File: config.mk
export PLATFORM = sky130hd
export DESIGN_NAME = mem_arbiter
export DESIGN_NICKNAME = d
export VERILOG_FILES = /design/src/rtl/mem_arb_pkg.sv /design/src/rtl/arb_picker.sv /design/src/rtl/mem_arbiter.sv
export SDC_FILE = /design/constraint.sdc
export NUM_CORES = 1
export LEC_CHECK = 0
export CAP_MARGIN = 20
export CELL_PAD_IN_SITES_DETAIL_PLACEMENT = 2
export CELL_PAD_IN_SITES_GLOBAL_PLACEMENT = 2
export CORE_ASPECT_RATIO = 0.7
export CORE_MARGIN = 5
export CORE_UTILIZATION = 23
export CTS_CLUSTER_SIZE = 12
export DETAILED_ROUTE_END_ITERATION = 10
export PLACE_DENSITY = 0.84
export SYNTH_ARGS = -nofsm -noshare
export SYNTH_HDL_FRONTEND = slang
export SYNTH_SLANG_ARGS = --single-unit
File: constraint.sdc
create_clock -name clk -period 3.9 [get_ports clk]
set_input_delay 0.78 -clock clk [delete_from_list [all_inputs] [get_ports clk]]
set_output_delay 0.78 -clock clk [all_outputs]
set_load 0.1 [all_outputs]
File: src/rtl/mem_arb_pkg.sv
// rtl/mem_arb_pkg.sv - state encoding, default timeout and sizing helper for mem_arbiter
package mem_arb_pkg;

  typedef enum logic [1:0] {
    ST_IDLE = 2'd0,
    ST_BUSY = 2'd1,
    ST_ACK  = 2'd2
  } arb_state_e;

  localparam int DEFAULT_TIMEOUT = 15;

  // Wait counter must be able to hold the value TIMEOUT itself.
  function automatic int cnt_width(input int limit);
    return (limit < 1) ? 1 : $clog2(limit + 1);
  endfunction

endpackage

File: src/rtl/arb_picker.sv
// rtl/arb_picker.sv - combinational two-way picker; prio_i=1 favours m1 on a tie
module arb_picker (
  input  logic [1:0] req_i,
  input  logic       prio_i,
  output logic [1:0] grant_o
);

  always_comb begin
    grant_o = req_i;
    if (req_i == 2'b11) begin
      grant_o = prio_i ? 2'b10 : 2'b01;
    end
  end

endmodule

File: src/rtl/mem_arbiter.sv
// rtl/mem_arbiter.sv - two-master single-port memory arbiter with access timeout
// Optional MEM_ARB_ROUND_ROBIN_EN: alternate winner on ties instead of fixed m0 priority.
module mem_arbiter
  import mem_arb_pkg::*;
#(
  parameter int AW      = 32,
  parameter int DW      = 32,
  parameter int TIMEOUT = DEFAULT_TIMEOUT
) (
  input  logic          clk,
  input  logic          rst_n,
  input  logic          m0_req,
  input  logic          m0_we,
  input  logic [AW-1:0] m0_addr,
  input  logic [DW-1:0] m0_wdata,
  output logic [DW-1:0] m0_rdata,
  output logic          m0_ack,
  input  logic          m1_req,
  input  logic          m1_we,
  input  logic [AW-1:0] m1_addr,
  input  logic [DW-1:0] m1_wdata,
  output logic [DW-1:0] m1_rdata,
  output logic          m1_ack,
  output logic          mem_req,
  output logic          mem_we,
  output logic [AW-1:0] mem_addr,
  output logic [DW-1:0] mem_wdata,
  input  logic [DW-1:0] mem_rdata,
  input  logic          mem_ready,
  output logic          err
);

  localparam int            CW        = cnt_width(TIMEOUT);
  localparam logic [CW-1:0] CNT_LIMIT = CW'(TIMEOUT);

  arb_state_e    state_q;
  logic          owner_q;
  logic          we_q;
  logic [AW-1:0] addr_q;
  logic [DW-1:0] wdata_q;
  logic [DW-1:0] rdata_q;
  logic [CW-1:0] cnt_q;
  logic [CW-1:0] cnt_d;
  logic          mem_req_q;
  logic          m0_ack_q;
  logic          m1_ack_q;
  logic          err_q;
  logic [1:0]    grant;
  logic          prio;

  arb_picker u_picker (
    .req_i   ({m1_req, m0_req}),
    .prio_i  (prio),
    .grant_o (grant)
  );

`ifdef MEM_ARB_ROUND_ROBIN_EN
  logic prio_q;

  // After each grant, favour the master that did not just win.
  always_ff @(posedge clk or negedge rst_n) begin
    if (!rst_n) begin
      prio_q <= 1'b0;
    end else if (state_q == ST_IDLE && grant != 2'b00) begin
      prio_q <= grant[0];
    end
  end

  assign prio = prio_q;
`else
  assign prio = 1'b0;
`endif

  assign cnt_d = cnt_q + CW'(1);

  always_ff @(posedge clk or negedge rst_n) begin
    if (!rst_n) begin
      state_q   <= ST_IDLE;
      owner_q   <= 1'b0;
      we_q      <= 1'b0;
      addr_q    <= '0;
      wdata_q   <= '0;
      rdata_q   <= '0;
      cnt_q     <= '0;
      mem_req_q <= 1'b0;
      m0_ack_q  <= 1'b0;
      m1_ack_q  <= 1'b0;
      err_q     <= 1'b0;
    end else begin
      m0_ack_q <= 1'b0;
      m1_ack_q <= 1'b0;
      err_q    <= 1'b0;
      case (state_q)
        ST_IDLE: begin
          if (grant != 2'b00) begin
            owner_q   <= grant[1];
            we_q      <= grant[1] ? m1_we    : m0_we;
            addr_q    <= grant[1] ? m1_addr  : m0_addr;
            wdata_q   <= grant[1] ? m1_wdata : m0_wdata;
            cnt_q     <= '0;
            mem_req_q <= 1'b1;
            state_q   <= ST_BUSY;
          end
        end
        ST_BUSY: begin
          if (mem_ready) begin
            rdata_q   <= we_q ? '0 : mem_rdata;
            mem_req_q <= 1'b0;
            m0_ack_q  <= ~owner_q;
            m1_ack_q  <= owner_q;
            state_q   <= ST_ACK;
          end else if (cnt_d == CNT_LIMIT) begin
            rdata_q   <= '0;
            err_q     <= 1'b1;
            mem_req_q <= 1'b0;
            m0_ack_q  <= ~owner_q;
            m1_ack_q  <= owner_q;
            state_q   <= ST_ACK;
          end else begin
            cnt_q <= cnt_d;
          end
        end
        ST_ACK:  state_q <= ST_IDLE;
        default: state_q <= ST_IDLE;
      endcase
    end
  end

  assign mem_req   = mem_req_q;
  assign mem_we    = we_q;
  assign mem_addr  = addr_q;
  assign mem_wdata = wdata_q;
  assign m0_ack    = m0_ack_q;
  assign m1_ack    = m1_ack_q;
  assign m0_rdata  = m0_ack_q ? rdata_q : '0;
  assign m1_rdata  = m1_ack_q ? rdata_q : '0;
  assign err       = err_q;

endmodule
* Yosys cells after proc, flatten, opt, wreduce, memory -nomap -nowiden *
Index checks and enable logic that the tools add are counted.

storage, ports and cells
  memory bits (writable) = 0
  bits in registers = 108
  bits in latches = 0
  ROM bits = 0
  memories = 0
  bits of input ports = 167
  logic and storage cells = 59
  output and inout port bits = 133

cells by class
  reductions and logical operators = 9
  $mul = 0
  equal/unequal tests = 7
  bitwise operators = 1
  add/subtract/negate cells = 1
  shifts and indexed selects = 0
  magnitude comparators = 0
  div/mod/pow operators = 0
  multiplexer cells = 30

operator list
  cell                                                                   number
  32-bit 2-to-1 mux                                                      7
  1-bit 2-to-1 mux                                                       13
  4-bit 2-to-1 mux                                                       3
  2-bit 2-to-1 mux                                                       4
  4-bit one-hot mux with 2 select lines                                  1
  2-bit != test, second input constant                                   3
  2-bit AND reduction                                                    3
  2-bit nonzero test                                                     3
  4-bit by 1-bit adder with 4-bit output, second input constant          1
  4-bit equality test, second input constant                             1
  2-bit one-hot mux with 2 select lines                                  1
  4-bit AND reduction                                                    1
  3-bit != test, second input constant                                   1
  3-bit AND reduction                                                    1
  2-bit by 1-bit equality test with 1-bit output, second input constant  1
  2-bit equality test, second input constant                             1
  2-bit logical NOT                                                      1
  1-bit one-hot mux with 2 select lines                                  1
  1-bit inverter                                                         1

* Longest topological paths before layout *
Gate-level depths: netlist (run 1).

  depth after elaboration = 5
  gate-level depth with buffers = 7
  mapped depth without buffers = 6

* Hierarchy *
Synthesis (run 1) repeated with hierarchy kept, for this count alone.

second synthesis, totals
  cell total of the unflattened synthesis = 551
  area, all modules = 5738.0 sq um

modules (own cells, without submodules)
  module       seq. area each (sq um)  instances  cells each  area an instance (sq um)
  mem_arbiter  2702.6                  1          548         5719.2
  arb_picker   0.0                     1          3           18.8

* Worst setup path before layout (run 1) *
OpenSTA, ideal clock, no wires.

  kind = register to output
  start point = register m0_ack_q, in the netlist m0_ack
  end point = output port m0_rdata[31]
  cell stages (with the launch flop) = 3
  path slack = 1.129 ns
  required time = 3.120 ns
  data arrival time = 1.991 ns
  cell sequence = dfrtp_1 clkbuf_1 and2_1

on the way
  cells in the longest elaborated chain, start to end = 1

ends and longest elaborated chain
  item                    RTL line            text
  start, declared         mem_arbiter.sv:45   logic m0_ack_q;
  start signal, assigned  mem_arbiter.sv:109  m0_ack_q <= ~owner_q;
  start signal, assigned  mem_arbiter.sv:116  m0_ack_q <= ~owner_q;
  32-bit 2-to-1 mux       mem_arbiter.sv:135  assign m0_rdata = m0_ack_q ? rdata_q : '0;
  end, declared           mem_arbiter.sv:16   output logic [DW-1:0] m0_rdata,

No other way between the ends.

* Worst setup path after layout (run 1) *
  start point = register we_q, in the netlist mem_we
  end point = output port mem_we

RTL lines
  item                    RTL line           text
  start, declared         mem_arbiter.sv:38  logic we_q;
  start signal, assigned  mem_arbiter.sv:97  we_q <= grant[1] ? m1_we : m0_we;
  end, declared           mem_arbiter.sv:25  output logic mem_we,

No word-level cell between the ends.

==> results of run 1 <==
-- cells in the final DEF (no fill, tap or decap), drive strengths merged --
master	count
mux2i	65
nor2b	1
ha	2
o2bb2ai	1
nor2	7
a21boi	2
o21ai	68
clkinv	3
o2111a	1
a2111oi	3
nand2	67
o311ai	1
and2	64
nand2b	2
dfrtp	108
buf	73
and3b	1
clkbuf	10
or2	1
diode	1
o31ai	1
a21oi	4
a22o	34
nor3b	1
o211ai	1
o41a	1
clkdlybuf4s50	232
inv	12
nor3	3
nand3	2
-- state kept, by name, indices dropped and copies added (netlist names) --
signal     flops
mem_wdata     32
m1_ack         1
mem_req        1
state_q        2
mem_addr      32
rdata_q       32
err            1
owner_q        1
mem_we         1
m0_ack         1
cnt_q          4
-- routing by layer --
metal / GRT usage [%] / share of wire [%]
met4: 2.65 / 0.76
met5: 0 / 0
met1: 20.0 / 44
met2: 26.8 / 49
met3: 5.36 / 7.0
-- worst max path at each step --
stage	startpoint	end	slack, ns	cells after the start
final	mem_we	mem_we	1.18	1
after global routing	m1_ack	m1_rdata[13]	1.11	2
after CTS	mem_we	mem_we	1.14	1
after detailed placement	m1_req	mem_wdata[26]	0.98	5
after global placement	m1_req	mem_wdata[29]	1.05	5
after floorplan	m0_ack	m0_rdata[31]	1.13	2
-- area by class of cell --
type / instances / share of cell area (%)
Antenna cell: 1 / 0.0294
Clock buffer: 10 / 2.81
Clock inverter: 6 / 0.530
Inverter: 9 / 0.397
Multi-Input combinational cell: 333 / 26.1
Sequential cell: 108 / 31.8
Tap cell: 282 / 4.15
Timing Repair Buffer: 305 / 34.2
-- synth_stat cells (all sizes together) (2+ instances only) --
cell	count
mux2i	65
dfrtp	108
and2	64
a21oi	4
inv	9
nor2	7
ha	2
nand3	2
a22o	34
nand2b	2
nor3	3
o21ai	68
a2111oi	3
a21boi	2
nand2	67
buf	10
clkbuf	24
-- through the flow --
step	instances	util, %	hold slack [ns]	instance area, µm²	total power [mW]
floorplan	484	-	0.424	5090	5.75
global placement	1037	37.8	0.454	8210	7.08
detailed placement	1037	37.8	0.461	8210	7.19
CTS	1053	39.1	0.474	8500	8.13
global route	1054	39.1	0.503	8500	8.38
finish	1054	39.1	0.462	8500	8.02
-- cells by family after synthesis --
family          synth area share, %
flops                          53.1
compound gates                 15.2
mux                            12.8
simple gates                   14.6
fa+ha+maj                     0.492
buf+inv                        3.76
-- power by group --
part           switching, mW  internal [mW]  total (mW)
clock                  0.443          0.458       0.901
combinational           3.89           1.17        5.06
sequential             0.400           1.65        2.05
==> results.md, run 1 <==
- The type of the worst min-delay path is reg2reg.
- The die outline area is 0.0252 mm².
- In this run the power density over the cells is 943 mW/mm².
- The die width is 188 µm.
- The average instance in the mapped netlist occupies 10.5 µm².
- The register-to-register setup slack is 1.80 ns.
- The number of nets still failing antenna checks after routing is 0.
- The cell area that synthesis handed to floorplanning was 0.00509 mm².
- The register area is 0.00270 mm².
- The critical path in this run is classified as reg2out.
- The setup violation total in the final timing report is 0.
- The part of the cycle the worst path needs is 69.8%.
- The data required time of the worst path is 3.12 ns.
- The H-tree depth is 3.
- The largest vdd supply drop is 0.430 mV.
- STA classifies the critical path endpoint as a primary output.
- The setup skew after layout is 0.00798 ns.
- STA classifies the critical path startpoint as a flop.
- The async set-reset flop share out of synthesis is 100%.
- The main flop type after synthesis is dfrtp_1.
- In this run the deepest clock path goes through 2 buffers.
- The sequential element share of the synthesized area is 53.1%.
- Detailed placement finished with a half-perimeter wire length of 15.8 mm.
- The flip-flop and latch count after synthesis is 108.
- The signal on the critical path passes through clkdlybuf4s50_1.
- The setup total negative slack is 0 ns.
- The aggregate global-route resource usage is 15.8%.
- The total of fill cells in the finished design is 2,332.
- The actual slew at the worst max-slew pin is 1.05 ns.
- The hold violation count in the final report is 0.
- Of all cell types, the one taking the most synthesized area is dfrtp_1.
- The synthesized design contains 0 enable-type register cells.
- The floorplan die height is 134 µm.
- The worst min-delay path startpoint is owner_q.
- Setup slack closes at 1.18 ns.
- The number of setup buffers added after CTS is 0.
- In this run the biggest area consumer among cell types represents 53.1% of the synthesized area.
- Timing analysis after detailed placement gives a worst setup slack of 0.977 ns.
- Setup repair after global routing left no endpoint under its margin.
- The total of warnings raised by yosys is 0.
- Across all layers, the routed design uses 4,680 vias.
- The cell at the root of the clock tree is clkbuf_16.
- The global-route wire length before repair is 31.8 mm.
- The post-synthesis cell type count is 30.
- The number of cells on the worst reg-to-reg path is 7.
- Counting instances, the worst hold path has a depth of 1.
- The destination of the worst hold path is m0_ack.
- The fmax is 367 MHz.
- The vias per cell is 4.44.
- On the critical path the largest part of the delay comes from buffers and inverters.
- The number of remaining DRC errors is 0.
- The worst path needs 2.72 ns of the cycle, external delays included.
- The number of slew-limit violations in the final report is 0.
- The largest individual stage delay along the critical path comes from the cell clkdlybuf4s50_1.
- On the worst path, the slowest cell contributes a delay of 1.18 ns.
- The number of buffers created by CTS is 9.
- The weighted congestion at the end of routability-driven global placement is 0.776.
- The leakage power summed over all cells is 3.72 nW.
- The initial standard-cell utilization of the core is 23.4%.
- The cell row count is 45.
- The CTS tree is done.
- The headroom to the max-slew limit is 30.1%.
- The starting DRC count in detailed routing is 190.
- The post-cts repair resize count is 0.
- STA puts the critical path data arrival time at 1.94 ns.
- The number of global-route vias before repair is 5,304.
- The initial antenna violation count was 1.
- The insertion delay to the later sink of the worst-skew pair is 0.34 ns.
- Dividing the detail-routed wire length by the instance count gives 19.3 µm.
- After clock tree synthesis, the flow added hold-fix buffers numbering 0.
- The final wirelength is 20.3 mm.
- 300 I/O pins were placed.
- The multi-input logic area is 0.00222 mm².
- Along the worst path, the maximum fanout reaches 3.
- Entering global routing, the biggest net connects 132 pins.
- The number of max-cap violations is 0.
- The flow ran to the end, and the final reports show no timing, DRC or antenna violations.
- Port buffering added 299 buffers.
- The number of buffers and inverters on the critical path is 1.
- The clock sink count is 108.
- In this run the critical register-to-register path is captured at rdata_q[5].
- The worst register-to-register path begins at cnt_q[0].
- The placeable core region is 0.0217 mm².
- The net count of the mapped netlist is 653.
- The post-route netlist has 12.5% of its cells at a drive strength greater than 1.
- The layout overhead on the synthesized area is 67.1%.
- The clock input transition at the sequential cells of the worst setup and hold paths is 0.08 ns.
- By area the synthesized netlist is led by dfrtp_1 (53%), mux2i_1 (13%), and2_1 (7.9%).
- The final global-route overflow total is 0.
- Synthesis produced 484 cells.
- The final net count is 935.
- The number of search-and-repair iterations in the first detailed-routing pass is 4.
Note: power is estimated with default switching activity, not from simulation.
==> run 2: changes to the inputs <==
- CORE_UTILIZATION: 23 -> 21
- PLACE_DENSITY: 0.84 -> 0.77
- clock period: 3.9 -> 2.82 ns (I/O delays scaled with it)
==> run 2 against run 1 <==
Effect of this change: clock skew is 0.0025 ns higher; hold slack worse by 0.29 ns; routed wire length is 0.70% higher; critical path type unchanged.
==> results.md, run 2 (same netlist as run 1, synthesis figures left out) <==
- Result of the run: complete, no violations (unchanged).
- The total number of vias is 4,709 (was 4,680).
- The share of cells above drive strength 1 came to 21.7% (was 12.5%).
- The final net count is 942 (was 935).
- The worst-case hold slack is 0.174 ns (was 0.462 ns).
- The delay of the slowest cell on the worst path is 0.55 ns (was 1.18 ns).
- The count of pins on the block boundary is 300 (unchanged).
- The wire length per cell was 18.6 µm (was 19.3 µm).
- The final global-route overflow total is 0 (unchanged).
- The power spent charging and discharging nets is 6.57 mW (was 4.73 mW).
- The actual slew at the worst max-slew pin came to 0.654 ns (was 1.05 ns).
- The setup total negative slack is 0 ns (unchanged).
- The number of input and output port buffers inserted was 299 (unchanged).
- The aggregate global-route resource usage is 14.4% (was 15.8%).
- The number of search-and-repair iterations in the first detailed-routing pass is 6 (was 4).
- The starting DRC count in detailed routing was 129 (was 190).
- The die width is 196 µm (was 188 µm).
- The leakage power summed over all cells is 3.84 nW (was 3.72 nW).
- RSZ-0062 raised after global routing: no (unchanged).
- The number of buffers created by CTS came to 9 (unchanged).
- The H-tree depth is 3 (unchanged).
- The number of buffers on the longest clock path was 2 (unchanged).
- The startpoint-to-endpoint class of the critical path is reg2out (unchanged).
- The insertion delay to the later sink of the worst-skew pair was 0.35 ns (was 0.34 ns).
- The headroom to the max-slew limit came to 55.7% (was 30.1%).
- The final wirelength came to 20.4 mm (was 20.3 mm).
- The arrival time reported for the critical path endpoint was 1.67 ns (was 1.94 ns).
- The setup violation total in the final timing report is 0 (unchanged).
- The logic depth of the worst register-to-register path is 7 (unchanged).
- The pin count of the biggest net entering global routing was 50 (was 132).
- The fraction of power spent switching nets was 59.9% (was 59.0%).
- The weighted congestion at the end of routability-driven global placement was 0.779 (was 0.776).
- The kind of launch point of the worst setup path is a flop (unchanged).
- The number of slew-limit violations in the final report is 0 (unchanged).
- The cell at the root of the clock tree is clkbuf_16 (unchanged).
- The number of max-cap violations is 0 (unchanged).
- The floorplan die height is 140 µm (was 134 µm).
- The setup skew after layout is 0.0105 ns (was 0.00798 ns).
- The CTS tree is done (unchanged).
- The hold buffer count at cts is 0 (unchanged).
- The number of global-route vias before repair was 5,107 (was 5,304).
- The data required time of the worst path was 2.26 ns (was 3.12 ns).
- Timing would allow up to 448 MHz.
- The fraction of the core area covered by cells at the end of the flow is 35.6% (was 39.1%).
- The leading cell type in the layout, fill and taps excluded is clkdlybuf4s50_1 (unchanged).
- The clock sink count is 108 (unchanged).
- The number of remaining DRC errors is 0 (unchanged).
- The initial standard-cell utilization of the core is 21.4% (was 23.4%).
- The number of nets still failing antenna checks after routing is 0 (unchanged).
- The clock network fraction of design power is 11.2% (about the same).
- The initial antenna violation count is 0 (was 1).
- The internal power is 4.39 mW (was 3.28 mW).
- The clock input transition at the sequential cells of the worst setup and hold paths is 0.08 ns (about the same).
- The cell with the largest stage delay on the worst path is dfrtp_1 (was clkdlybuf4s50_1).
- The largest vdd supply drop is 0.538 mV (was 0.430 mV).
- The combinational share of power is 63.2% (was 63.1%).
- By instance count, the cell type seen most on the critical path is buf_4.
- Top library cells by usage in the layout, fill and taps aside: clkdlybuf4s50_1 (165), buf_4 (141), dfrtp_1 (108) (was clkdlybuf4s50_1 (232), dfrtp_1 (108), buf_4 (70)).
- The die outline area is 0.0275 mm² (was 0.0252 mm²).
- The placeable core region is 0.0238 mm² (was 0.0217 mm²).
- The worst path uses 79.1% of the clock period.
- The hold violation count in the final report is 0 (unchanged).
- The cell row count is 47 (was 45).
- The global-route wire length before repair came to 31.2 mm (was 31.8 mm).
- The share of total power in sequential cells is 25.5% (was 25.6%).
- The number of setup buffers added after CTS is 0 (unchanged).
- The type of the worst min-delay path is in2async (was reg2reg).
- The vias per cell is 4.30 (was 4.44).
- The largest fanout of any net on the critical path is 21 (was 3).
- The final critical delay including setup and external delays is 2.23 ns.
- The layout overhead on the synthesized area was 66.3% (was 67.1%).
- The number of antenna diodes came to 0 (was 1).
- The endpoint class of the critical path is a primary output (unchanged).
- The post-cts repair resize count is 0 (unchanged).
- The HPWL after detailed placement came to 16.0 mm (was 15.8 mm).
- Cell-by-cell trace of the critical path: buf_4, and2_1, buf_4 (was clkdlybuf4s50_1).
- The power per cell area is 1300 mW/mm² (was 943 mW/mm²).
[run 2: changes by cell type in the layout (fill, tap and decap cells not counted)]
cell,previous run,this run
clkdlybuf4s50_1,232,165
clkinv_4,1,2
clkbuf_8,1,0
diode_2,1,0
clkinvlp_4,0,1
inv_6,3,2
buf_12,3,6
clkbuf_1,0,1
buf_4,70,141
clkinv_2,2,1
[run 2: per-layer routing]
metal  up-vias  share of wire (%)  track usage [%]
li1       2241                  -                -
met2       147                 47             23.7
met4         0               0.69             2.42
met3         9                6.9             4.44
met5         -                  0                0
met1      2312                 45             19.0
[run 2: area by class of cell]
cell class              count  area [µm²]
fillers                  2589       15300
flip-flops and latches    108        2700
inverters                   9        33.8
multi-input cells         333        2220
clock inverters             6        47.5
repair buffers            312        2830
well taps                 318         398
clock buffers              10         229
[run 2: path summary, 6_finish.rpt]
check | end | slack [ns] | startpoint
max | m1_rdata[8] | 0.59 | m1_ack
min | mem_addr[16] | 0.17 | rst_n
max reg2reg | rdata_q[14] | 0.72 | cnt_q[0]
min reg2reg | mem_wdata[15] | 0.48 | mem_wdata[15]
max in group asynchronous | mem_wdata[27] | 1.97 | rst_n
min in group clk | mem_wdata[15] | 0.48 | mem_wdata[15]
[run 2: worst max-delay path: cells and delay by family (launching register included)]
kind / cells / cell delay (ns)
simple gates: 1 / 0.17
flops: 1 / 0.55
buf+inv: 2 / 0.59
[run 2: metrics by stage]
stage	cell area [µm²]	power (mW)	instances	setup WS, ns
final	8460	11.0	1096	0.588
after global routing	8460	11.5	1096	0.443
after detailed placement	8180	9.84	1080	0.512
after floorplan	5090	7.95	484	0.265
after CTS	8460	11.1	1096	0.526
after global placement	8180	9.73	1080	0.588
[run 2: power groups by stage]
| stage | clock network, mW | registers, mW | logic [mW] |
|---|---|---|---|
| finish | 1.23 | 2.80 | 6.93 |
| global route | 1.36 | 2.91 | 7.20 |
| CTS | 1.31 | 2.81 | 7.01 |
| detailed placement | 0 | 2.83 | 7.01 |
| global placement | 0 | 2.80 | 6.93 |
| floorplan | 0 | 6.26 | 1.69 |
==> run 3: changes to the inputs <==
- clock period: 2.82 -> 2.19 ns (I/O delays scaled with it)
==> run 3 against run 2 <==
Effect of this change: sequential share of layout area fell by 3.5 points; core utilization increased by 4.3 points; hold slack gained 0.29 ns; die area stayed put; clock skew fell by 0.0016 ns; clock power rose by 37%; via count grew 1.4%.
==> results.md, run 3 (same netlist as run 1, synthesis figures left out) <==
- The layout overhead on the synthesized area is 86.5% (was 66.3%).
- The clock input transition at the sequential cells of the worst setup and hold paths is 0.08 ns (about the same).
- Timing would allow up to 524 MHz.
- The placeable core region is 0.0238 mm² (unchanged).
- The clock network fraction of design power is 11.5% (was 11.2%).
- Result of the run: complete, no violations (unchanged).
- The wire length per cell is 19.6 µm (was 18.6 µm).
- The cell at the root of the clock tree is clkbuf_16 (unchanged).
- The number of slew-limit violations in the final report came to 0 (unchanged).
- The number of search-and-repair iterations in the first detailed-routing pass is 4 (was 6).
- The number of input and output port buffers inserted came to 299 (unchanged).
- The aggregate global-route resource usage is 15.4% (was 14.4%).
- The die outline area was 0.0275 mm² (unchanged).
- The setup violation total in the final timing report is 0 (unchanged).
- The largest fanout of any net on the critical path is 36 (was 21).
- The post-placement cell count is 1,084 (was 1,080).
- The leading cell type in the layout, fill and taps excluded is clkdlybuf4s50_1 (unchanged).
- The initial standard-cell utilization of the core is 21.4% (unchanged).
- The startpoint-to-endpoint class of the critical path is reg2reg (was reg2out).
- The CTS tree is done (unchanged).
- The part of the cycle the worst path needs is 87.1%.
- The total number of vias was 4,777 (was 4,709).
- The internal power is 6.11 mW (was 4.39 mW).
- Top library cells by usage in the layout, fill and taps aside: clkdlybuf4s50_1 (165), dfrtp_1 (108), buf_12 (76) (was clkdlybuf4s50_1 (165), buf_4 (141), dfrtp_1 (108)).
- The data required time of the worst path is 2.42 ns (was 2.26 ns).
- The clock sink count came to 108 (unchanged).
- The initial antenna violation count is 0 (unchanged).
- The largest vdd supply drop is 0.940 mV (was 0.538 mV).
- The H-tree depth was 3 (unchanged).
- The combinational share of power came to 63.9% (was 63.2%).
- The vias per cell was 4.34 (was 4.30).
- The number of standard cells in the layout, taps in and fillers out came to 1,101 (was 1,096).
- The kind of launch point of the worst setup path is a flop (unchanged).
- The share of total power in sequential cells is 24.6% (was 25.5%).
- The count of pins on the block boundary came to 300 (unchanged).
- The type of the worst min-delay path is reg2reg (was in2async).
- The final critical delay including setup and external delays is 1.91 ns.
- The die width is 196 µm (unchanged).
- The number of buffers on the longest clock path is 2 (unchanged).
- The power spent charging and discharging nets is 8.59 mW (was 6.57 mW).
- The final global-route overflow total was 0 (unchanged).
- The number of remaining DRC errors is 0 (unchanged).
- The HPWL after detailed placement came to 17.2 mm (was 16.0 mm).
- The number of buffers created by CTS is 9 (unchanged).
- The hold violation count in the final report came to 0 (unchanged).
- The arrival time reported for the critical path endpoint is 2.14 ns (was 1.67 ns).
- The floorplan die height is 140 µm (unchanged).
- The number of max-cap violations was 0 (unchanged).
- The fraction of power spent switching nets is 58.4% (was 59.9%).
- The global-route wire length before repair is 33.3 mm (was 31.2 mm).
- The starting DRC count in detailed routing is 130 (was 129).
- The final wirelength is 21.6 mm (was 20.4 mm).
- The setup total negative slack is 0 ns (unchanged).
- The power per cell area came to 1550 mW/mm² (was 1300 mW/mm²).
- Counting instances, the worst hold path has a depth of 1.
- The leakage power summed over all cells is 4.13 nW (was 3.84 nW).
- The headroom to the max-slew limit is 55.4% (was 55.7%).
- The setup skew after layout came to 0.00893 ns (was 0.0105 ns).
- The number of antenna diodes came to 0 (unchanged).
- RSZ-0062 raised after global routing: no (unchanged).
- The pin count of the biggest net entering global routing is 98 (was 50).
- The weighted congestion at the end of routability-driven global placement was 0.745 (was 0.779).
- The cell row count is 47 (unchanged).
- The insertion delay to the later sink of the worst-skew pair is 0.35 ns (about the same).
- The number of nets still failing antenna checks after routing was 0 (unchanged).
- The final net count was 947 (was 942).
- The actual slew at the worst max-slew pin is 0.659 ns (was 0.654 ns).
- The endpoint class of the critical path is a flop (was primary output).
- The number of global-route vias before repair is 5,318 (was 5,107).
- The logic depth of the worst register-to-register path is 7 (unchanged).
- The share of cells above drive strength 1 is 30.5% (was 21.7%).
## run 3: cell count changes in the layout (fill, tap and decap cells not counted), sizes merged
cell         previous run  this run
clkbuf                 10        12
dlygate4sd3             0         1
clkinvlp                1         0
buf                   147       151
clkinv                  3         2
## run 3: worst max-delay path, cell delays in order, from the launching register on
cell     delay (ns)
dfrtp_1        0.45
inv_1          0.09
ha_1           0.27
inv_1          0.12
nor3_2         0.29
o31ai_4        0.12
buf_12         0.18
a22o_1         0.26
## run 3: area by class of cell
class	instances	area (µm²)
well taps	318	398
clock inverters	4	40.0
multi-input cells	333	2300
clock buffers	12	267
inverters	9	33.8
repair buffers	317	3750
fillers	2502	14300
flip-flops and latches	108	2700
## run 3: repair_timing
| item | in CTS | in global routing |
|---|---|---|
| endpoints found under the setup margin | 0 | 2 |
| hold buffers | 1 | 0 |
| endpoints found under the hold margin | 20 | 0 |
| buffers inserted | 0 | 0 |
| resized for setup | 0 | 1 |
## run 3: path summary, 6_finish.rpt
path                       slack (ns)     start      endpoint
max                              0.28  cnt_q[0]   rdata_q[19]
min                              0.47   owner_q        m0_ack
max reg2reg                      0.28  cnt_q[0]   rdata_q[19]
min reg2reg                      0.47   owner_q        m0_ack
max in group asynchronous        1.00     rst_n  mem_wdata[0]
min in group asynchronous        0.53     rst_n   mem_addr[4]
## run 3: stage by stage
stage / utilization, % / setup slack [ns] / power (mW) / hold WS [ns] / area [µm²]
global route: 39.9 / 0.149 / 15.4 / 0.509 / 9490
CTS: 39.9 / 0.139 / 14.9 / 0.482 / 9480
detailed placement: 38.6 / 0.113 / 13.2 / 0.370 / 9170
floorplan: - / 0.0431 / 10.3 / 0.142 / 5170
finish: 39.9 / 0.282 / 14.7 / 0.469 / 9490
global placement: 38.6 / 0.226 / 12.9 / 0.365 / 9170
## run 3: metal layers
metal	up-vias	wire [µm]	global-route usage, %
li1	2262	-	-
met3	15	1290	4.37
met5	-	0	0
met1	2348	9190	19.3
met4	0	207	2.75
met2	152	10900	26.9
## run 3: power groups by stage
stage / registers (mW) / clock network [mW] / logic [mW]
after global placement: 3.58 / 0 / 9.34
after floorplan: 8.06 / 0 / 2.21
final: 3.62 / 1.69 / 9.39
after global routing: 3.77 / 1.87 / 9.74
after detailed placement: 3.66 / 0 / 9.49
after CTS: 3.64 / 1.78 / 9.50
